==> src/rtl/control_mineria.sv <==
`default_nettype none
// ============================================================================
//  Module      : control_mineria
//  Description : Nonce-search controller for a hash core. It launches one
//                hash per nonce, compares the two upper hash bytes against
//                a latched difficulty target, and stops on a match, on
//                nonce-space exhaustion, on a core timeout or on abort.
//                Optional attempt counter enabled by the macro
//                CONTROL_MINERIA_INTENTOS_EN (default build: intentos = 0).
//  Revision    : 1.0 - initial release
// ============================================================================
module control_mineria #(
    parameter int NONCE_W = 32,
    parameter int TIMEOUT = 64
) (
    input  logic               clk,
    input  logic               reset,
    input  logic               inicio,
    input  logic               parar,
    input  logic [NONCE_W-1:0] nonce_inicial,
    input  logic [7:0]         target,
    output logic               hash_inicio,
    output logic [NONCE_W-1:0] nonce,
    input  logic [23:0]        hash,
    input  logic               hash_valido,
    output logic               ocupado,
    output logic               terminado,
    output logic               agotado,
    output logic               error_timeout,
    output logic [NONCE_W-1:0] nonce_encontrado,
    output logic [23:0]        hash_encontrado,
    output logic [31:0]        intentos
);

    localparam int TW = $clog2(TIMEOUT + 1);

    typedef enum logic [2:0] {
        IDLE    = 3'd0,
        EMITIR  = 3'd1,
        ESPERAR = 3'd2,
        HECHO   = 3'd3,
        AGOTADO = 3'd4,
        ERROR   = 3'd5
    } estado_t;

    estado_t              estado_q, estado_d;
    logic [NONCE_W-1:0]   nonce_q, nonce_d;
    logic [7:0]           target_q, target_d;
    logic [TW-1:0]        espera_q, espera_d;
    logic [NONCE_W-1:0]   nenc_q, nenc_d;
    logic [23:0]          henc_q, henc_d;

    logic w_reposo;
    logic w_acepta;
    logic w_match;

    // A new search can only start from a quiescent state.
    assign w_reposo = (estado_q == IDLE) || (estado_q == HECHO) ||
                      (estado_q == AGOTADO) || (estado_q == ERROR);
    assign w_acepta = w_reposo && inicio;
    assign w_match  = (hash[23:16] < target_q) && (hash[15:8] < target_q);

    // State and datapath registers; reset dominates every other input.
    always_ff @(posedge clk) begin
        if (reset) begin
            estado_q <= IDLE;
            nonce_q  <= '0;
            target_q <= '0;
            espera_q <= '0;
            nenc_q   <= '0;
            henc_q   <= '0;
        end else begin
            estado_q <= estado_d;
            nonce_q  <= nonce_d;
            target_q <= target_d;
            espera_q <= espera_d;
            nenc_q   <= nenc_d;
            henc_q   <= henc_d;
        end
    end

    // Next-state logic: abort beats a result or timeout in the same cycle.
    always_comb begin
        estado_d = estado_q;
        nonce_d  = nonce_q;
        target_d = target_q;
        espera_d = espera_q;
        nenc_d   = nenc_q;
        henc_d   = henc_q;
        case (estado_q)
            IDLE, HECHO, AGOTADO, ERROR: begin
                if (inicio) begin
                    estado_d = EMITIR;
                    nonce_d  = nonce_inicial;
                    target_d = target;
                    nenc_d   = '0;
                    henc_d   = '0;
                end
            end
            EMITIR: begin
                espera_d = '0;
                estado_d = parar ? IDLE : ESPERAR;
            end
            ESPERAR: begin
                if (parar) begin
                    estado_d = IDLE;
                end else if (hash_valido) begin
                    if (w_match) begin
                        estado_d = HECHO;
                        nenc_d   = nonce_q;
                        henc_d   = hash;
                    end else if (nonce_q == '1) begin
                        // Last nonce tried: stop rather than wrap to zero.
                        estado_d = AGOTADO;
                    end else begin
                        estado_d = EMITIR;
                        nonce_d  = nonce_q + 1'b1;
                    end
                end else if (espera_q == TW'(TIMEOUT - 1)) begin
                    estado_d = ERROR;
                end else begin
                    espera_d = espera_q + 1'b1;
                end
            end
            default: estado_d = IDLE;
        endcase
    end

    // Status outputs decode directly from the state, so the sticky flags are
    // mutually exclusive and cleared by the transition back to EMITIR.
    assign hash_inicio      = (estado_q == EMITIR);
    assign ocupado          = (estado_q == EMITIR) || (estado_q == ESPERAR);
    assign terminado        = (estado_q == HECHO);
    assign agotado          = (estado_q == AGOTADO);
    assign error_timeout    = (estado_q == ERROR);
    assign nonce            = nonce_q;
    assign nonce_encontrado = nenc_q;
    assign hash_encontrado  = henc_q;

`ifdef CONTROL_MINERIA_INTENTOS_EN
    logic [31:0] intentos_q;

    // Saturating count of launch strobes, restarted by each accepted search.
    always_ff @(posedge clk) begin
        if (reset) begin
            intentos_q <= '0;
        end else if (w_acepta) begin
            intentos_q <= '0;
        end else if (hash_inicio && (intentos_q != '1)) begin
            intentos_q <= intentos_q + 1'b1;
        end
    end

    assign intentos = intentos_q;
`else
    logic w_acepta_libre;
    assign w_acepta_libre = w_acepta;
    assign intentos       = {31'd0, w_acepta_libre & 1'b0};
`endif

endmodule
`default_nettype wire

==> config.mk <==
export PLATFORM = sky130hd
export DESIGN_NAME = control_mineria
export DESIGN_NICKNAME = d
export VERILOG_FILES = /design/src/rtl/control_mineria.sv
export SDC_FILE = /design/constraint.sdc
export NUM_CORES = 1
export LEC_CHECK = 0
export BUFFER_PORTS_ARGS = -buffer_cell sky130_fd_sc_hd__buf_2
export CORE_MARGIN = 2
export CORE_UTILIZATION = 50
export CTS_BUF_LIST = sky130_fd_sc_hd__clkbuf_16
export CTS_CLUSTER_DIAMETER = 40
export DETAILED_ROUTE_END_ITERATION = 16
export GPL_TIMING_DRIVEN = 0
export PLACE_DENSITY_LB_ADDON = 0.12
export SYNTH_ARGS = -nofsm -noshare
export SYNTH_HDL_FRONTEND = slang
export SYNTH_SLANG_ARGS = --single-unit
==> constraint.sdc <==
create_clock -name clk -period 3.05 [get_ports clk]
set_input_delay 0.1525 -clock clk [delete_from_list [all_inputs] [get_ports clk]]
set_output_delay 0.1525 -clock clk [all_outputs]
set_load 0.005 [all_outputs]
==> reports/results.ini <==
[floorplan]
die_h_um=107
initial_core_util_pct=51.6
ios=194
core_area_um2=10400
fp-row-count=37
dieWidth_um=107
dieArea_um2=11500

[synth]
syn_area_um2=5350
synth_xor_area_share_pct=0.655
yosys-mux-area-fraction_pct=1.68
synth_top_family_by_area=compound AO/OA/AOI/OAI gates
ys_seq_elements=106
synthSimpleGateAreaFrac_pct=16.4
yosys.cell_types.count=61
ys_warn_count=0
syn_inst=592
synth-seq-area-share_pct=39.7
async_reset_ff_share_pct=0
synthAdderAreaFrac_pct=3.74
syn_avg_cell_area_um2=9.04
synth_edf_count=0
synth_compound_area_share_pct=28.6
synth_ff_type=dfxtp_1

[layout]
finalNetCount=881
drive_gt1_share_pct=30.3
stdcell_count=937
antenna_cells=0
final_cell_area_um2=6770
area_growth_pct=26.5

[sta]
setup-violations-final=0
tightest_slew_ns=0.860
setup_tns_ns=0
relSlewSlack_pct=42.2
setup_ws_ns=0.185
post-route-period-util_pct=93.9
skew_ns=0.00481
max_freq_ghz=0.349
hold_viol_final=0
slew_viol_final=0
period_needed_ns=2.87
rsz0062_at_grt=false

[route]
routed_wl_mm=16.8
ant_nets=0
vias=5491
vias_per_cell=5.86
dr.pass1.iters=5
drc=0
drt_iter0_markers=494
wl_per_cell_um=18.0

[run_status]
status=complete, no violations

[grt]
grt.overflow.total=0
grt_pass1_vias=5246
grt_first_pass_wirelength_mm=26.2
grt_use_total_pct=28.7
grt_max_degree=17
antenna_found_initial=0

[setup_path]
endpoint_kind=flip-flop
worstPathMaxFanout=10
cp.arrival_ns=3.07
worst-endpoint-required_ns=3.26
critical_path_class=reg -> reg
start_kind=flip-flop

[worst_hold_path]
min_path_type=in -> reg

[cts]
cts_hold_buf=0
cts.clk_slew.worst_paths_ns=0.07
cts.sinks=106
insertion_delay_ns=0.35
cts_max_level=3
tritoncts=built
cts_root_buffer=clkbuf_16
cts_buffers=9
clock_path_buffers=2

[place]
pre_cts_ws_ns=0.0504
port_buffers=161
dp_hpwl_mm=12.2
placed_cells=920
gp_congestion=0.889
dpl_cell_area_um2=6440

[pwr]
ir_drop_mv=0.258
power_density_nw_per_um2=498
p_leak_uw=0.00307

[flow_run]
drv_cap=0

==> per-stage QoR <==
step | power, µW | hold WS, ns | util (%)
2_1_floorplan | 1920 | 0.253 | -
3_3_place_gp | 2140 | 0.363 | 62.1
3_5_place_dp | 2160 | 0.368 | 62.1
4_1_cts | 3370 | 0.00110 | 65.1
5_1_grt | 3510 | 0.0126 | 65.3
6_report | 3370 | 0.00993 | 65.3
==> cell usage after synthesis (5+ instances only) <==
master | n | share of area, %
o21ai_0 | 10 | 0.94
nand2_1 | 38 | 2.7
nand3_1 | 20 | 1.9
nand2b_1 | 5 | 0.58
a22o_1 | 56 | 9.2
ha_1 | 16 | 3.7
o32ai_1 | 7 | 1.1
a31oi_1 | 10 | 1.2
inv_1 | 13 | 0.91
a21oi_1 | 36 | 3.4
nor4_1 | 7 | 0.82
buf_4 | 34 | 4.8
clkbuf_1 | 34 | 2.4
and3_1 | 9 | 1.1
nand4_1 | 11 | 1.3
a211oi_1 | 10 | 1.4
o21a_1 | 6 | 0.84
dfxtp_1 | 106 | 40
o31ai_1 | 18 | 2.5
nor3_1 | 11 | 1.0
o311ai_0 | 16 | 2.6
mux2i_1 | 9 | 1.7
nor2_1 | 41 | 2.9
==> state kept, by name, summed over array words and instances, names as in the netlist <==
register and count:
nonce_encontrado 32, espera_q 7, estado_q 3, nonce 32, hash_encontrado 24, target_q 8
==> layout make-up <==
| cell class | count | area (µm²) |
|---|---|---|
| buffer | 76 | 450 |
| clock buffer | 9 | 225 |
| clock inverter | 7 | 85.1 |
| fill | 915 | 3600 |
| inverter | 13 | 48.8 |
| multi-input combinational | 428 | 2860 |
| sequential | 106 | 2120 |
| tap | 136 | 170 |
| timing repair buffer | 162 | 813 |
==> worst paths after layout <==
check	start	to	slack, ns	cells past startpoint
worst min register to register	espera_q[6]	espera_q[6]	0.44	2
worst max-delay path	nonce[0]	nonce[18]	0.18	8
worst min-delay path	hash[1]	hash_encontrado[1]	0.01	2
worst max register to register	nonce[0]	nonce[18]	0.18	8
==> where the power goes <==
group	switching, µW	internal [µW]	total, µW
combinational	361	250	611
sequential	91.1	1440	1540
clock	517	711	1230
==> metal layers <==
| metal | wire, µm | vias to the layer above | GRT usage [%] |
|---|---|---|---|
| met4 | 428 | 0 | 13.4 |
| met1 | 6790 | 2549 | 36.8 |
| met2 | 8050 | 317 | 47.8 |
| li1 | - | 2591 | - |
| met5 | 0 | - | 0 |
| met3 | 1570 | 34 | 4.00 |
==> placed cells by master (no fill, tap or decap), drive strengths merged, types with 11 or more instances in the layout <==
| cell | count |
|---|---|
| a31oi | 11 |
| nor2 | 42 |
| dfxtp | 106 |
| nand4 | 11 |
| o31ai | 22 |
| conb | 32 |
| buf | 203 |
| clkbuf | 44 |
| ha | 16 |
| nand3 | 21 |
| nand2 | 39 |
| inv | 14 |
| a22o | 56 |
| o311ai | 16 |
| nor3 | 11 |
| a21oi | 40 |
==> logic make-up (layout without fill, tap and decap cells) <==
| kind of cell | Yosys count | count (layout) |
|---|---|---|
| AOI/OAI and AO/OA | 198 | 198 |
| xor gates and xnor gates | 4 | 4 |
| adders and majority gates | 16 | 16 |
| buffers and inverters | 89 | 267 |
| DFF | 106 | 106 |
| muxes | 9 | 9 |
| other | 1 | 32 |
| and+or+nand+nor | 169 | 169 |
==> what timing repair did <==
| item | in CTS | in global routing |
|---|---|---|
| setup endpoints to repair | 0 | 61 |
| resized for setup | 0 | 15 |
| hold endpoints to repair | 0 | 0 |
| setup buffers | 0 | 1 |
==> critical path: stages, from the launching register on <==
cell	delay [ns]
dfxtp_1	0.48
ha_1	0.26
nand4_1	0.15
or4_4	0.64
nor4_4	0.31
a31oi_2	0.31
nand2_2	0.23
buf_4	0.24
o31ai_1	0.10
Power figures use the tool's default switching activity.
